`src/rtl/ins_fetch.sv`:
```
// Instruction fetch stage: reads one VLIW word as a burst of narrow memory beats,
// assembles it and hands it to the decoder, which supplies the next fetch address.
module ins_fetch #(
    parameter int              INS_W    = 1024,
    parameter int              MEM_W    = 32,
    parameter int              PC_W     = 16,
    parameter logic [PC_W-1:0] RESET_PC = '0
) (
    input  logic                               clk_i,
    input  logic                               rst_i,
    output logic                               mem_rd_en_o,
    output logic [PC_W+$clog2(INS_W/MEM_W)-1:0] mem_addr_o,
    input  logic [MEM_W-1:0]                   mem_rdata_i,
    output logic [INS_W-1:0]                   ins_o,
    output logic [PC_W-1:0]                    ins_pc_o,
    output logic                               ins_valid_o,
    input  logic                               ins_ready_i,
    input  logic [PC_W-1:0]                    next_pc_i,
    input  logic                               halt_i,
    output logic                               stopped_o,
    output logic [31:0]                        ins_count_o
);

    localparam int BEATS = INS_W / MEM_W;
    localparam int BW    = $clog2(BEATS);

    typedef enum logic [2:0] {
        IDLE,
        FETCH,
        DRAIN,
        VALID,
        STOP
    } state_e;

    state_e            state_q, state_d;
    logic [PC_W-1:0]   pc_q, pc_d;
    logic [BW-1:0]     beat_q, beat_d;
    logic [INS_W-1:0]  ins_q, ins_d;
    logic [31:0]       count_q, count_d;
    logic              capEn;
    logic [BW-1:0]     capIdx;

    always_ff @(posedge clk_i) begin
        if (rst_i) begin
            state_q <= IDLE;
            pc_q    <= RESET_PC;
            beat_q  <= '0;
            ins_q   <= '0;
            count_q <= '0;
        end else begin
            state_q <= state_d;
            pc_q    <= pc_d;
            beat_q  <= beat_d;
            ins_q   <= ins_d;
            count_q <= count_d;
        end
    end

    always_comb begin
        state_d = state_q;
        pc_d    = pc_q;
        beat_d  = beat_q;
        count_d = count_q;
        case (state_q)
            IDLE: begin
                beat_d  = '0;
                state_d = FETCH;
            end
            FETCH: begin
                if (beat_q == BW'(BEATS - 1)) begin
                    beat_d  = '0;
                    state_d = DRAIN;
                end else begin
                    beat_d = beat_q + BW'(1);
                end
            end
            DRAIN: begin
                state_d = VALID;
            end
            VALID: begin
                if (ins_ready_i) begin
                    count_d = count_q + 32'd1;
                    if (halt_i) begin
                        state_d = STOP;
                    end else begin
                        pc_d    = next_pc_i;
                        beat_d  = '0;
                        state_d = FETCH;
                    end
                end
            end
            STOP: begin
                state_d = STOP;
            end
            default: begin
                state_d = IDLE;
            end
        endcase
    end

    // Read data lags the strobe by one cycle, so each beat lands one cycle after it was
    // addressed; the final beat is captured in DRAIN.
    always_comb begin
        capEn  = ((state_q == FETCH) && (beat_q != '0)) || (state_q == DRAIN);
        capIdx = (state_q == DRAIN) ? BW'(BEATS - 1) : (beat_q - BW'(1));
        ins_d  = ins_q;
        if (capEn) begin
            ins_d[int'(capIdx) * MEM_W +: MEM_W] = mem_rdata_i;
        end
    end

    assign mem_rd_en_o = (state_q == FETCH);
    assign mem_addr_o  = (state_q == FETCH) ? {pc_q, beat_q} : '0;
    assign ins_o       = ins_q;
    assign ins_pc_o    = pc_q;
    assign ins_valid_o = (state_q == VALID);
    assign stopped_o   = (state_q == STOP);
    assign ins_count_o = count_q;

endmodule

```
`config.mk`:
```
export PLATFORM = sky130hd
export DESIGN_NAME = ins_fetch
export DESIGN_NICKNAME = d
export VERILOG_FILES = /design/src/rtl/ins_fetch.sv
export SDC_FILE = /design/constraint.sdc
export NUM_CORES = 2
export LEC_CHECK = 0
export CAP_MARGIN = 40
export CORE_AREA = 2 2 449 451
export CTS_CLUSTER_DIAMETER = 40
export DETAILED_ROUTE_END_ITERATION = 12
export DIE_AREA = 0 0 451 453
export GPL_TIMING_DRIVEN = 0
export PLACE_DENSITY = 0.46
export SETUP_SLACK_MARGIN = 0.05
export SKIP_CTS_REPAIR_TIMING = 1
export SLEW_MARGIN = 25
export SYNTH_ARGS = -nofsm -noshare
export SYNTH_HDL_FRONTEND = slang
export SYNTH_SLANG_ARGS = --single-unit
```
`constraint.sdc`:
```
create_clock -name clk_i -period 3.85 [get_ports clk_i]
set_input_delay 0.9625 -clock clk_i [delete_from_list [all_inputs] [get_ports clk_i]]
set_output_delay 0.9625 -clock clk_i [all_outputs]
set_load 0.02 [all_outputs]
```
======== After elaboration in Yosys (flattened, before gate mapping) ========
Index checks and enable logic that the tools add are counted.
operators by class
  equal/unequal tests ..................... 8
  mux-type cells .......................... 11
  shift-type cells ........................ 2
  reductions and logical operators ........ 9
  $add $sub $neg .......................... 4
  bitwise logic cells ..................... 1
operators with widths
  cell                          count
  $bwmux W1024                  1
  $shift A32 B33 Y1024 const A  1
  $shiftx A32 B33 Y1024         1
  $neg A10 Y33                  1
  $add A32 B1 Y32 const B       1
  $mux W21                      1
  $mux W5                       4
  $pmux W3 S5                   1
  $pmux W5 S3                   1
  $mux W3                       3
  $eq A3 B2 Y1 const B          2
  $reduce_and A3 Y1             2
  $add A5 B1 Y5 const B         1
  $eq A5 B5 Y1 const B          1
  $reduce_bool A5 Y1            1
  $sub A5 B1 Y5 const B         1
  $ne A2 B1 Y1 const B          2
  $reduce_and A2 Y1             2
  $eq A3 B1 Y1 const B          1
  $eq A3 B3 Y1 const B          1
  $logic_not A3 Y1              1
  $reduce_bool A3 Y1            1
  $ne A2 B2 Y1 const B          1
  $logic_and A1 B1 Y1           1
  other kinds (2)               2
storage, ports and cells
  bits of input ports ..................... 52
  output and inout port bits .............. 1096
  register bits ........................... 1080
  word-level logic and storage cells ...... 40

======== Longest topological paths before layout ========
  word-level depth ........................ 5
  gate-level depth with buffers ........... 17
  mapped depth without buffers ............ 13

======== Worst setup path after synthesis ========
No wires, ideal clock.
  kind .................................... reg-to-reg
  start ................................... reg state_q[1]
  end ..................................... reg ins_q[214] (netlist: ins_o[214])
  library setup time ...................... 0.070 ns
  path buffers ............................ 5
  data required time ...................... 3.780 ns
  cell stages (with the launch flop) ...... 17
  clock period less this slack ............ 3.690 ns
  path slack .............................. 0.160 ns
  arrival time ............................ 3.620 ns
  path through ............................ dfxtp_1 -> buf_2 -> nor3b_2 -> buf_2 -> nor2_1 -> ha_1 -> nand3_1 -> nor2_1 -> ha_1 -> buf_4 -> nor3_1 -> nand3_1 -> nor4bb_1 -> clkbuf_1 -> clkbuf_1 -> nand3_1 -> a21oi_1
on the way
  longest elaborated chain between the ends .. 5
  elaborated cells on any way between the ends .. 9
  those cells by class .................... 1 x add/sub; 2 x eq/ne; 2 x shift; 2 x mux; 2 x reduce/logical
ends and longest elaborated chain
  element                                                        line      text
  from (decl)                                                    35        state_e state_q, state_d;
  from (signal assigned)                                         51        state_q <= state_d;
  $eq A3 B2 Y1                                                   104, 105
  $mux W5                                                        105       capIdx = (state_q == DRAIN) ? BW'(BEATS - 1) : (beat_q - BW'(1));
  $neg A10 Y33                                                   108       ins_d[int'(capIdx) * MEM_W +: MEM_W] = mem_rdata_i;
  $shiftx A32 B33 Y1024 or $shift A32 B33 Y1024 (tied branches)  108
  $bwmux W1024                                                   108
  to (signal assigned)                                           54        ins_q <= ins_d;
  to (decl)                                                      38        logic [INS_W-1:0] ins_q, ins_d;
Parallel ways exist; a longest one is shown, timed or not.
A chain may end at the register's enable or synchronous reset.

======== Final worst setup path ========
  start ................................... reg state_q[0]
  end ..................................... out mem_addr_o[6]
on the way
  longest elaborated chain between the ends .. 2
ends and longest elaborated chain
  element       line  text
  $eq A3 B1 Y1  113   assign mem_addr_o = (state_q == FETCH) ? {pc_q, beat_q} : '0;
  $mux W21      113
  to (decl)     12    output logic [PC_W+$clog2(INS_W/MEM_W)-1:0] mem_addr_o,
Every way passes these cells.

==> metrics.csv <==
metric,value,unit
status,finished with violations,
failing checks,setup timing,
All-Layer GR Usage,26.2,%
final worst slack,-0.102,ns
max incr delay on CP,0.61,ns
Total Power,32.6,mW
Syn Area/Cell,8.78,um2
clock insertion delay at the later pin of the skew report,0.88,ns
Critical Path Sink Type,primary output,
Worst Path Arrival,2.99,ns
Setup WS pre-CTS,-1.85,ns
drc violations,0,
Lkg Pwr,23.2,nW
CTS root buf,clkbuf_16,
DRT antenna net count,0,
worst slew pin tran,0.901,ns
Setup TNS Final,-0.303,ns
site row count,164,
Top Usage Layer GRT,met2,
Crit Path Class,reg2out,
post-route cell area,0.0678,mm2
final setup violation count,3,
I/O Pins,1148,
Synthesis Warnings,0,
fraction of registers with async set/reset,0,%
mux share of post-synthesis cell area,2.29,%
Starting Density,21.7,%
Max Clock Skew,0.0619,ns
"Net Count, Synth",4984,
synthesized area,0.0433,mm2
unrepaired setup endpoints after global routing,yes,
I/O Buffers,1147,
vias in the first global route,42888,
CTS clock-pin slew for the worst setup and hold paths,0.05,ns
"count leader, synth",dfxtp_1,
DR iter-0 viols,4062,
Area Growth Syn to Fin,56.8,%
maxcap violations,0,
critical path launch point type,register,
CTS tree,built,
CTS Sinks,1080,
core area,0.199,mm2
WL/cell,30.3,um
met3 Track Usage GR,6.68,%
"top cells by count, synth","1,080 x dfxtp_1, 447 x nand2_1, 436 x clkbuf_1",
Hold WC Path Type,reg2reg,
register area share after synthesis,50.0,%
TritonCTS Buffers,208,
placed inst area,0.0593,mm2
DRT Wirelength,280000,um
synth unique cells,63,
Main synth FF type,dfxtp_1,
adder-cell share of the synthesized area,0.174,%
met2 Track Usage GR,43.2,%
maximum vdd ir drop,0.412,mV
post-layout min period,3.95,ns
largest net degree at the start of global routing,17,
final hold vios,0,
CTS H-tree depth,4,
Die H,453,um
post-synth top area share,50.0,%
total global routing overflow,0,
routed vias/inst,4.93,
post-synth top area cell,dfxtp_1,
initial antenna violation count,33,
Max-slew headroom,39.9,%
post-synthesis compound-gate area fraction,17.6,%
Fmax,253,MHz
GPL Wtd Cong,0.915,
Die W,451,um
R2R cell count,14,
PD cells,480,mW/mm2
Critical Path Most Common Cell,buf_2,
CP Max Fanout,10,
die area,0.204,mm2
vias,45566,
final max-slew violation count,0,
slowest CP cell,clkdlybuf4s50_1,
share of cells above drive strength 1,12.3,%
Worst EP required,2.89,ns
drt pass-1 iters,7,
main combinational cell family by area after synthesis,simple AND/OR/NAND/NOR gates,
final period utilization,103,%
Final #Nets,6446,
WHS Path Cells,2,
CP cell instances,buf_2 -> or3b_1 -> buf_2 -> clkinvlp_4 -> clkbuf_4 -> and2_1 -> clkdlybuf4s50_1,
Cells after Synth,4926,
first-pass GRT wire length,371000,um
leading post-synthesis cells by cell area,"dfxtp_1 50%, o31ai_1 6.1%, nand3_1 4.7%",
Synth Area in XOR/XNOR,0.665,%
post-synthesis simple-gate area fraction,23.8,%
post-synthesis register bit count,1080,
placed wire-length estimate,219000,um
met1 Use GR,30.9,%
Post-synth EDFFs,0,
Bufs on Longest Clock Path,3,
[worst paths after layout]
path	start	end	slack, ns
max	state_q[0]$_SDFFE_PP0P_	mem_addr_o[6]	-0.10
max reg2reg	beat_q[0]$_SDFFE_PP0P_	ins_o[553]$_SDFFE_PP0P_	0.01
min reg2reg	ins_o[586]$_SDFFE_PP0P_	ins_o[586]$_SDFFE_PP0P_	0.45
min	ins_o[586]$_SDFFE_PP0P_	ins_o[586]$_SDFFE_PP0P_	0.45
[registers in the layout (all words and copies together) (netlist names)]
name / flops
ins_o: 1024
ins_count_o: 32
ins_pc_o: 16
beat_q: 5
state_q: 3
[layout make-up]
class / count / area (um2)
Fill cell: 20589 / 131000
Sequential cell: 1080 / 21600
Multi-Input combinational cell: 3271 / 19700
Timing Repair Buffer: 1264 / 13100
Clock buffer: 261 / 5730
Tap cell: 2656 / 3320
Buffer: 549 / 2600
Clock inverter: 131 / 1760
Inverter: 14 / 60.1
Antenna cell: 12 / 30.0
[cell usage in the layout, fill, tap and decap left out, types with 17 or more instances in the layout]
master	synthesis	routed
clkdlybuf4s50_1	0	1130
dfxtp_1	1080	1080
nand2_1	447	441
nand3_1	403	398
a21oi_1	382	380
o21ai_0	378	377
o31ai_1	352	350
clkbuf_1	436	318
nand2b_1	292	291
nor2b_1	258	257
clkbuf_16	0	212
nand4_1	141	141
clkbuf_2	0	113
nand3b_1	100	100
mux2i_1	99	99
a22o_1	96	96
buf_2	76	72
buf_6	14	53
buf_4	5	51
and2_1	54	50
nor2_1	51	45
or3_1	44	42
clkinv_2	0	33
bufinv_16	0	30
clkbuf_4	0	26
clkinvlp_4	0	24
clkbuf_8	0	24
clkinv_4	0	21
o21ai_1	20	20
buf_12	0	20
xnor2_1	20	19
dlymetal6s2s_1	0	17
[per-layer routing]
| metal | vias to the layer above | wire, um |
|---|---|---|
| met5 | - | 59 |
| met4 | 10 | 18200 |
| met2 | 2055 | 131000 |
| li1 | 20354 | - |
| met3 | 503 | 20700 |
| met1 | 22644 | 110000 |
[worst max-delay path, delay by kind of cell, from the launching register on]
kind,cells,cell delay [ns]
buffers and inverters,5,1.38
AND/OR/NAND/NOR,2,0.49
flip-flops,1,0.29
[per-stage QoR]
| stage | util [%] | std cells | hold WS [ns] |
|---|---|---|---|
| CTS | 33.5 | 9193 | 0.449 |
| global route | 34.0 | 9228 | 0.465 |
| finish | 34.1 | 9238 | 0.448 |
| detailed placement | 29.8 | 8801 | 0.442 |
| floorplan | - | 4926 | 0.529 |
| global placement | 29.1 | 8729 | 0.438 |
[kinds of logic after synthesis]
logic type	count (synthesis)
DFF	1080
xor gates and xnor gates	32
and+or+nand+nor	1881
adders and majority gates	6
buffers and inverters	575
muxes	99
AOI/OAI and AO/OA	1253
[report_power, final]
| part | leakage (nW) | internal [mW] | switching (mW) |
|---|---|---|---|
| clock network | 3.62 | 12.6 | 6.82 |
| logic | 10.8 | 0.449 | 1.50 |
| registers | 8.69 | 11.2 | 0.00417 |
| total | 23.2 | 24.3 | 8.32 |
Power figures use the tool's default switching activity.
